==> src/rtl/code_receive.sv <==
// code_receive: UART-style serial code receiver.
// Frame: one start bit (0), eight data bits MSB first, one stop bit (1).
// Every bit lasts BIT_CYCLES clocks. The line is synchronized first and then
// sampled at the middle of each bit. The sample point is found by counting
// half a bit period from the falling edge of the start bit, and one full bit
// period after that for each later bit.
module code_receive #(
   parameter int BIT_CYCLES = 12500
) (
   input  logic       CLOCK_50,
   input  logic       reset_n,
   input  logic       serial_in,
   output logic [7:0] code_out,
   output logic       code_valid,
   output logic       frame_err,
   output logic       busy
);

   localparam int CNT_W = $clog2(BIT_CYCLES);
   localparam logic [CNT_W-1:0] BIT_LAST  = CNT_W'(BIT_CYCLES - 1);
   localparam logic [CNT_W-1:0] HALF_LAST = CNT_W'(BIT_CYCLES / 2 - 1);

   typedef enum logic [1:0] {
      IDLE  = 2'd0,
      START = 2'd1,
      DATA  = 2'd2,
      STOP  = 2'd3
   } state_t;

   state_t           state_q, state_d;
   logic [CNT_W-1:0] cnt_q, cnt_d;
   logic [2:0]       bit_idx_q, bit_idx_d;
   logic [7:0]       shift_q, shift_d;
   logic [7:0]       code_q, code_d;
   logic             valid_q, valid_d;
   logic             err_q, err_d;
   logic             busy_q;

   // Two-flop synchronizer plus the previous synchronized value for edge detection.
   logic sync1_q, sync2_q, s_prev_q;
   logic s;
   logic fall;

   assign s    = sync2_q;
   assign fall = s_prev_q & ~s;

   // Synchronizer and edge-history flops. All of them idle high, so the
   // first frame after reset still needs a real high-to-low transition.
   // The edge history keeps updating in every state. A line that is still
   // low when the block returns to IDLE therefore cannot start a new frame.
   always_ff @(posedge CLOCK_50 or negedge reset_n) begin
      if (!reset_n) begin
         sync1_q  <= 1'b1;
         sync2_q  <= 1'b1;
         s_prev_q <= 1'b1;
      end else begin
         sync1_q  <= serial_in;
         sync2_q  <= sync1_q;
         s_prev_q <= sync2_q;
      end
   end

   // Receiver state, datapath and output registers.
   always_ff @(posedge CLOCK_50 or negedge reset_n) begin
      if (!reset_n) begin
         state_q   <= IDLE;
         cnt_q     <= '0;
         bit_idx_q <= 3'd0;
         shift_q   <= 8'h00;
         code_q    <= 8'h00;
         valid_q   <= 1'b0;
         err_q     <= 1'b0;
         busy_q    <= 1'b0;
      end else begin
         state_q   <= state_d;
         cnt_q     <= cnt_d;
         bit_idx_q <= bit_idx_d;
         shift_q   <= shift_d;
         code_q    <= code_d;
         valid_q   <= valid_d;
         err_q     <= err_d;
         // Decoding the next state keeps busy aligned with state_q.
         busy_q    <= (state_d != IDLE);
      end
   end

   // Next-state and datapath logic. Edges on s are only looked at in IDLE.
   // Every other state acts only at its scheduled sample point.
   always_comb begin
      state_d   = state_q;
      cnt_d     = cnt_q;
      bit_idx_d = bit_idx_q;
      shift_d   = shift_q;
      code_d    = code_q;
      valid_d   = 1'b0;
      err_d     = 1'b0;

      unique case (state_q)
         IDLE: begin
            if (fall) begin
               state_d = START;
               cnt_d   = '0;
            end
         end

         START: begin
            if (cnt_q == HALF_LAST) begin
               cnt_d = '0;
               if (!s) begin
                  state_d   = DATA;
                  bit_idx_d = 3'd0;
               end else begin
                  // The line was already high again at mid start bit:
                  // treat it as a glitch and drop it silently.
                  state_d = IDLE;
               end
            end else begin
               cnt_d = cnt_q + CNT_W'(1);
            end
         end

         DATA: begin
            if (cnt_q == BIT_LAST) begin
               cnt_d     = '0;
               shift_d   = {shift_q[6:0], s};
               bit_idx_d = bit_idx_q + 3'd1;
               if (bit_idx_q == 3'd7) begin
                  state_d = STOP;
               end
            end else begin
               cnt_d = cnt_q + CNT_W'(1);
            end
         end

         STOP: begin
            if (cnt_q == BIT_LAST) begin
               cnt_d   = '0;
               state_d = IDLE;
               if (s) begin
                  code_d  = shift_q;
                  valid_d = 1'b1;
               end else begin
                  err_d = 1'b1;
               end
            end else begin
               cnt_d = cnt_q + CNT_W'(1);
            end
         end

         default: begin
            state_d = IDLE;
            cnt_d   = '0;
         end
      endcase
   end

   assign code_out   = code_q;
   assign code_valid = valid_q;
   assign frame_err  = err_q;
   assign busy       = busy_q;

endmodule

==> config.mk <==
export PLATFORM = sky130hd
export DESIGN_NAME = code_receive
export DESIGN_NICKNAME = d
export VERILOG_FILES = /design/src/rtl/code_receive.sv
export SDC_FILE = /design/constraint.sdc
export NUM_CORES = 1
export LEC_CHECK = 0
export ABC_AREA = 1
export BUFFER_PORTS_ARGS = -buffer_cell sky130_fd_sc_hd__buf_2
export CORE_ASPECT_RATIO = 0.9
export CORE_MARGIN = 4
export CORE_UTILIZATION = 45
export DETAILED_ROUTE_END_ITERATION = 10
export SLEW_MARGIN = 0
export SYNTH_ARGS = -nofsm -noshare
export SYNTH_HDL_FRONTEND = slang
export SYNTH_SLANG_ARGS = --single-unit
==> constraint.sdc <==
create_clock -name CLOCK_50 -period 1.47 [get_ports CLOCK_50]
set_input_delay 0 -clock CLOCK_50 [delete_from_list [all_inputs] [get_ports CLOCK_50]]
set_output_delay 0 -clock CLOCK_50 [all_outputs]
set_load 0.03 [all_outputs]
Word-level counts from Yosys, hierarchy flattened:

Cells that the tools add are included.

* input port bits: 3
* logic and storage cells: 53
* output and inout port bits: 11
* bits in registers: 41

* reduce and logical (&&, ||, !) cells: 7
* $add $sub $neg: 2
* equal/unequal tests: 10
* bitwise operators: 2
* mux-type cells: 21

Operator list (count)
* 14-bit two-way mux: 3
* 14-bit case mux with 3 select lines: 1
* 14-bit by 1-bit adder with 14-bit output, second input constant: 1
* 14-bit by 13-bit equality test with 1-bit output, second input constant: 1
* 14-bit equality test, second input constant: 1
* 2-bit two-way mux: 6
* 3-bit two-way mux: 3
* 2-bit inequality test, second input constant: 4
* 2-bit case mux with 4 select lines: 1
* 1-bit two-way mux: 6
* 3-bit case mux with 2 select lines: 1
* 2-bit equality test, second input constant: 2
* 4-bit AND reduction: 1
* 2-bit nonzero test: 2
* 3-bit by 1-bit adder with 3-bit output, second input constant: 1
* 3-bit equality test, second input constant: 1
* 3-bit AND reduction: 1
* 2-bit by 1-bit equality test with 1-bit output, second input constant: 1
* 2-bit logical NOT: 1
* 2-bit AND reduction: 1
* 2-bit OR reduction: 1
* 1-bit bitwise AND: 1
* 1-bit NOT: 1

Longest topological paths before layout:

Gate-level depths: netlist of the first run.

* word-level depth: 5
* depth in mapped cells: 10
* mapped depth without buffers: 9

Worst setup path before layout of the first run:

OpenSTA, ideal clock, no wires.

* path kind: register -> register
* from: reg cnt_q[0]
* to: reg bit_idx_q[1]
* arrival time: 1313 ps
* cell stages (with the launch flop): 8
* data required time: 1349 ps
* buffers on the path: 1
* period minus slack after synthesis: 1434 ps
* slack: 36 ps
* setup time: 121 ps
* cell sequence: dfrtp_1 ha_1 nand3_1 nor2_2 nand3_2 buf_6 nand3_1 o21ai_1

* longest elaborated chain between the ends: 3

RTL lines
* start: declaration: line 31 `logic [CNT_W-1:0] cnt_q, cnt_d;`
* start signal: assignment: line 76 `cnt_q <= cnt_d;`
* 14-bit equality test / 14-bit by 13-bit equality test with 1-bit output (equally long branches): line 123, 107
* 2-bit inequality test (no source line)
* 4-bit AND reduction (no source line) (*)
* end signal: assignment: line 77 `bit_idx_q <= bit_idx_d;`
* end: declaration: line 32 `logic [2:0] bit_idx_q, bit_idx_d;`

Mark *: on every way between the ends. The rest lies on a longest branch, timed or not.
A chain may end at the register's enable or synchronous reset.

Final worst setup path of the first run:

* from: reg cnt_q[2]
* to: reg cnt_q[9]

* longest elaborated chain between the ends: 3

RTL lines
* 14-bit by 1-bit adder with 14-bit output (tied with other cells): line 118, 131, 146
* 14-bit two-way mux, on equally long branches: line 123, 136, 107
* 14-bit case mux with 3 select lines (*): line 98 `unique case (state_q)`

Marks and branches as above.

==> results.sh, run 1 <==
export IMPL_synth_top_area_cell="dfrtp_1"
export IMPL_dpl_cell_area_um2=2470
export IMPL_setup_violations=0
export IMPL_gp_congestion=0.850
export IMPL_yosys_area_share_xor_xnor_pct=1.62
export IMPL_yosysWarnings=0
export IMPL_num_io_pins=14
export IMPL_cp_arrival_ns=1.63
export IMPL_relSlewSlack_pct=68.7
export IMPL_ff2ff_path_depth=7
export IMPL_critPathCapture="cnt_q[9]$_DFFE_PN0P_"
export IMPL_tns_ns=0
export IMPL_dp_cells=339
export IMPL_fin_crit_ns=1.44
export IMPL_synthTopCellsByArea="dfrtp_1 44%, nand2_1 9.7%, inv_1 5.9%"
export IMPL_worst_pin_slew_ns=0.469
export IMPL_drive_gt1_share_pct=44.3
export IMPL_overflow=0
export IMPL_postRouteAntennaNets=0
export IMPL_grt_pass1_vias=1601
export IMPL_place_hpwl_mm=3.33
export IMPL_first_pass_iters=4
export IMPL_required_ns=1.66
export IMPL_synthAdderAreaFrac_pct=2.31
export IMPL_wire_per_inst_um=13.6
export IMPL_clk_latency_ns=0.30
export IMPL_cts_tree="built"
export IMPL_ir_worst_vdd_mv=0.677
export IMPL_skew_ns=0.0106
export IMPL_syn_nets=252
export IMPL_layout_area_overhead_vs_synth_pct=33.9
export IMPL_initial_utilization_pct=47.7
export IMPL_fin_util_pct=63.8
export IMPL_grt_max_degree=23
export IMPL_crit_type="flop to flop"
export IMPL_synth_compound_area_share_pct=12.0
export IMPL_die_h_um=73.9
export IMPL_drt_total_wl_mm=4.89
export IMPL_synth_cells=245
export IMPL_fin_crit_sh_pct=97.8
export IMPL_fp_row_count=23
export IMPL_powerDensity_nw_per_um2=1110
export IMPL_post_synth_cell_area_avg_um2=8.85
export IMPL_finalPower_w=0.00322
export IMPL_synth_top_cell_area_share_pct=43.9
export IMPL_clk_pin_slew_ns=0.08
export IMPL_fin_area_um2=2900
export IMPL_drv_cap=0
export IMPL_hold_viol_final=0
export IMPL_ys_ff_latch=41
export IMPL_layout_cells_non_filler=358
export IMPL_synthSimpleGateAreaFrac_pct=27.4
export IMPL_r2r_start="cnt_q[2]$_DFFE_PN0P_"
export IMPL_syn_area_um2=2170
export IMPL_antenna_found_initial=0
export IMPL_die_w_um=81.2
export IMPL_end_kind="flop"
export IMPL_synth_top_family_by_area="simple AND/OR/NAND/NOR gates"
export IMPL_fmax_mhz=696
export IMPL_status="completed"
export IMPL_port_buffers=13
export IMPL_muxShareOfSynthArea_pct=0.462
export IMPL_design_core_area_um2=4550
export IMPL_rsz0062_at_grt="yes"
export IMPL_cts_path_max_buffers=2
export IMPL_synthDistinctLibCells=32
export IMPL_worstHoldPathType="input port to async pin"
export IMPL_vias=1748
export IMPL_dieArea_um2=5990
export IMPL_start_kind="flop"
export IMPL_grt_total_usage_pct=17.1
export IMPL_antenna_cells=0
export IMPL_startpoint="cnt_q[2]$_DFFE_PN0P_"
export IMPL_drt_iter0_drc=74
export IMPL_final_max_slew_viol_count=0
export IMPL_grt_pass1_wl_mm=7.58
export IMPL_cts_sinks=41
export IMPL_cts_root_buf="clkbuf_8"
export IMPL_leakagePower_nw=1.32
export IMPL_timing_rr_end="cnt_q[9]$_DFFE_PN0P_"
export IMPL_final_nets=303
export IMPL_cts_htree_levels=2
export IMPL_drc=0
export IMPL_r2r_setup_slack_ns=0.03
export IMPL_cts_buffers=5
export IMPL_vias_per_cell=4.88
export IMPL_seq_area_frac_synth_pct=47.5
export IMPL_cp_max_fo=5
-- report_power, final --
part / leakage (nW) / switching [W] / total, W / internal, W
combinational: 0.714 / 0.000605 / 0.00101 / 0.000410
sequential: 0.548 / 0.000118 / 0.00134 / 0.00122
clock: 0.0540 / 0.000374 / 0.000867 / 0.000493
total: 1.32 / 0.00110 / 0.00322 / 0.00212
-- through the flow --
step           hold slack [ns]  worst slack (ns)
6_report                 0.181            0.0330
4_1_cts                  0.204           0.00480
2_1_floorplan           -0.296            0.0356
5_1_grt                  0.222           -0.0572
3_3_place_gp           -0.0133           -0.0117
3_5_place_dp           -0.0150           -0.0246
-- synth_stat cells, drive strengths merged --
library cell,number
ha,4
xnor2,1
nor2,26
o211ai,1
mux2i,1
o21ai,26
a21oi,3
nand3,18
dfrtp,38
buf,4
xor2,3
nor3,6
o21bai,1
inv,38
nand2,63
o22ai,5
dfstp,3
nand4,4
-- worst max-delay path: stages, from the launching register on --
cell and delay, ns:
dfrtp_2 0.43, buf_4 0.17, nand3_4 0.08, nor2_4 0.14
nand2_4 0.08, nor2_4 0.17, xor2_1 0.19, o21ai_2 0.07
-- layer usage --
metal	wire (µm)	up-vias	part of all wire [%]	track usage, %
met4	59	0	1.2	7.32
li1	-	891	-	-
met3	195	5	4.0	3.68
met2	2270	26	46	24.0
met1	2360	826	48	25.1
met5	0	-	0	0
-- registers in the layout, summed over array words and instances (netlist names) --
name and flops:
s 1, code_out 8, s_prev_q 1, sync1_q 1, busy 1, shift_q 8
state_q 2, cnt_q 14, code_valid 1, frame_err 1, bit_idx_q 3
-- how the worst min path moves through the flow --
stage                       start                  endpoint  slack, ns
after floorplan           reset_n  bit_idx_q[0]$_DFFE_PN0P_      -0.30
after global placement    reset_n      cnt_q[9]$_DFFE_PN0P_      -0.01
after detailed placement  reset_n      cnt_q[9]$_DFFE_PN0P_      -0.02
after CTS                 reset_n      cnt_q[9]$_DFFE_PN0P_       0.20
after global routing      reset_n      cnt_q[9]$_DFFE_PN0P_       0.22
final                     reset_n      cnt_q[9]$_DFFE_PN0P_       0.18
-- kinds of logic (layout without fill, tap and decap cells) --
group / after synthesis / after routing
AOI/OAI and AO/OA: 36 / 36
muxes: 1 / 1
and+or+nand+nor: 117 / 118
buffers and inverters: 42 / 92
DFF: 41 / 41
adders and majority gates: 4 / 4
xor gates and xnor gates: 4 / 4
-- timing repair --
item | 4_1_cts | 5_1_grt
gates resized for setup | 1 | 51
gates cloned | 0 | 3
endpoints found under the hold margin | 17 | 0
buffers inserted | 0 | 8
hold buffers | 2 | 0
pin swaps | 0 | 24
endpoints found under the setup margin | 8 | 28
-- cell type report --
type	count	area, µm²
fillers	391	1640
multi-input cells	163	1140
flip-flops and latches	41	1040
repair buffers	47	389
inverters	38	155
well taps	62	77.6
clock buffers	5	68.8
clock inverters	2	35.0
-- placed cells by master, fill, tap and decap left out, types with 3 or more instances in the layout --
cell type	netlist	routed
nand3_2	4	7
dfrtp_2	0	5
clkbuf_8	0	5
nand3_4	0	3
nor2_1	15	11
buf_4	1	27
nand2_4	2	5
dfstp_2	3	3
xor2_1	3	3
dfrtp_1	38	33
inv_2	3	7
o21ai_2	11	12
nand3_1	14	8
nand4_1	3	3
inv_1	34	30
o22ai_2	3	3
nor2_2	7	3
nand2_1	56	48
o21ai_1	14	13
nand2_2	5	10
buf_2	0	13
nor2_4	4	12
nor3_1	5	4
No activity file was read; power rests on OpenSTA's default activity.
==> inputs of run 2 (changes only) <==
Settings changed: ABC_AREA 1 to unset.
==> results.sh, run 2 <==
export IMPL_grt_pass1_wl_mm=7.21
export IMPL_synth_top_area_cell="dfrtp_1"
export IMPL_synth_edff_count=0
export IMPL_place_hpwl_mm=2.79
export IMPL_final_cell_mix="38 x dfrtp_1, 34 x buf_4, 13 x mux2_4, 13 x buf_2, 12 x nand2_1"
export IMPL_initial_utilization_pct=46.6
export IMPL_synth_most_common_cell="dfrtp_1"
export IMPL_cts_path_max_buffers=2
export IMPL_fin_ws_ns=-0.437
export IMPL_fin_crit_ns=1.91
export IMPL_antenna_found_initial=0
export IMPL_port_buffers=13
export IMPL_synth_cells=162
export IMPL_max_stage_delay_ns=0.43
export IMPL_final_common_cell="dfrtp_1"
export IMPL_cts_tree="built"
export IMPL_relSlewSlack_pct=66.4
export IMPL_status="finished with violations"
export IMPL_skew_ns=0.00809
export IMPL_die_h_um=69.8
export IMPL_setup_violations=37
export IMPL_antenna_cells=0
export IMPL_path_common_cell="buf_4"
export IMPL_end_kind="flop"
export IMPL_drc=0
export IMPL_syn_area_um2=1910
export IMPL_drv_cap=0
export IMPL_drt_total_wl_mm=4.14
export IMPL_crit_chain="nor4_4 -> buf_4 -> nand4_1 -> buf_4 -> nand3b_1 -> and2_4 -> a22o_1"
export IMPL_clk_latency_ns=0.29
export IMPL_cts_root_buf="clkbuf_8"
export IMPL_cp_max_fo=3
export IMPL_cp_arrival_ns=2.09
export IMPL_design_core_area_um2=4100
export IMPL_num_io_pins=14
export IMPL_grt_max_degree=42
export IMPL_fin_util_pct=62.4
export IMPL_cpMaxStageDelayCell="dfrtp_1"
export IMPL_async_flop_share_pct=100
export IMPL_first_pass_iters=4
export IMPL_cts_buffers=5
export IMPL_hold_ws_ns=0.296
export IMPL_drt_iter0_drc=118
export IMPL_grt_total_usage_pct=17.1
export IMPL_largest_register="cnt_q"
export IMPL_syn_nets=169
export IMPL_fp_row_count=22
export IMPL_die_w_um=76.7
export IMPL_seq_area_frac_synth_pct=53.9
export IMPL_start_kind="flop"
export IMPL_leakagePower_nw=1.27
export IMPL_worst_pin_slew_ns=0.504
export IMPL_drive_gt1_share_pct=44.7
export IMPL_path_delay_family="simple AND/OR/NAND/NOR gates"
export IMPL_synthDistinctLibCells=40
export IMPL_synthTopCellsByArea="dfrtp_1 50%, mux2_2 5.9%, dfstp_2 4.1%"
export IMPL_required_ns=1.65
export IMPL_final_nets=223
export IMPL_hold_viol_final=0
export IMPL_dp_slack_ns=-0.475
export IMPL_grt_pass1_vias=1466
export IMPL_synth_top_cell_area_share_pct=49.7
export IMPL_fin_crit_sh_pct=130
export IMPL_vias_per_cell=5.39
export IMPL_yosysWarnings=0
export IMPL_powerDensity_nw_per_um2=1230
export IMPL_vias=1428
export IMPL_violations="negative setup slack"
export IMPL_ir_worst_vdd_mv=0.857
export IMPL_synth_common_cells="38 x dfrtp_1, 14 x nand2_1, 10 x mux2_2"
export IMPL_worstHoldPathType="input port to async pin"
export IMPL_dieArea_um2=5360
export IMPL_cts_sinks=41
export IMPL_gp_congestion=0.851
export IMPL_crit_buf_inv=2
export IMPL_postRouteAntennaNets=0
export IMPL_cts_htree_levels=2
export IMPL_final_max_slew_viol_count=0
export IMPL_wire_per_inst_um=15.6
export IMPL_ys_ff_latch=41
export IMPL_post_synth_cell_area_avg_um2=11.8
export IMPL_rsz0062_at_grt="yes"
export IMPL_crit_type="flop to flop"
export IMPL_ys_flop_type="dfrtp_1"
export IMPL_clk_pin_slew_ns=0.08
export IMPL_largest_reg_flops=14
export IMPL_fmax_mhz=524
export IMPL_overflow=0
export IMPL_layout_area_overhead_vs_synth_pct=34.0
==> run 2: timing repair <==
item                                    in CTS  in global routing
setup buffers                                2                  3
hold buffers                                 2                  0
pin swaps                                   10                  2
gates resized for setup                     13                 11
endpoints found under the setup margin      37                 38
gates cloned                                 1                  0
endpoints found under the hold margin       39                  0
==> run 2: worst paths after layout <==
kind / start / endpoint / slack (ns) / depth (start not counted)
min in group CLOCK_50: serial_in / sync1_q$_DFF_PN1_ / 0.35 / 2
setup / recovery: cnt_q[10]$_DFFE_PN0P_ / bit_idx_q[2]$_DFFE_PN0P_ / -0.44 / 7
hold reg to reg: sync1_q$_DFF_PN1_ / s$_DFF_PN1_ / 0.36 / 0
setup reg to reg: cnt_q[10]$_DFFE_PN0P_ / bit_idx_q[2]$_DFFE_PN0P_ / -0.44 / 7
max in group asynchronous: reset_n / s$_DFF_PN1_ / 0.80 / 3
hold / removal: reset_n / state_q[1]$_DFF_PN0_ / 0.30 / 3
==> run 2: area by class of cell <==
type	instances	area, µm²
Clock buffer	6	82.6
Clock inverter	2	37.5
Fill cell	323	1540
Inverter	8	30.0
Multi-Input combinational cell	108	938
Sequential cell	41	1030
Tap cell	48	60.1
Timing Repair Buffer	52	383
==> run 2: through the flow <==
step           power [W]  cell area (µm²)  TNS [ns]  cells
2_1_floorplan    0.00169             1950    -11.33    162
3_3_place_gp     0.00201             2290    -10.68    249
3_5_place_dp     0.00204             2290    -11.98    249
4_1_cts          0.00306             2490    -11.00    262
5_1_grt          0.00334             2560    -14.19    265
6_report         0.00315             2560    -12.07    265
==> run 2: worst reg2reg max path, stage by stage (launching register included) <==
cell and delay [ns]:
dfrtp_1 0.43, nor4_4 0.34, buf_4 0.17, nand4_1 0.13
buf_4 0.19, nand3b_1 0.18, and2_4 0.18, a22o_1 0.18
==> run 2: layer usage <==
layer	wire, µm	global-route usage [%]
met5	0	0
met3	141	3.51
met2	1930	26.4
met4	27	5.03
met1	2040	24.2
==> run 2: power by group <==
part           total [W]  internal, W  switching, W
Sequential       0.00133      0.00124     0.0000937
Combinational   0.000872     0.000492      0.000381
Clock           0.000943     0.000552      0.000391
Total            0.00315      0.00228      0.000865
==> run 2: kinds of logic (layout without fill, tap and decap cells) <==
family / after synthesis / in the layout / synth area share, %
buffers and inverters: 14 / 68 / 3.21
adder cells (fa/ha/maj): 4 / 4 / 2.62
XOR/XNOR: 3 / 3 / 1.37
AO/OA/AOI/OAI: 33 / 33 / 10.9
multiplexers: 16 / 16 / 11.2
flip-flops: 41 / 41 / 53.9
AND/OR/NAND/NOR: 51 / 52 / 16.8
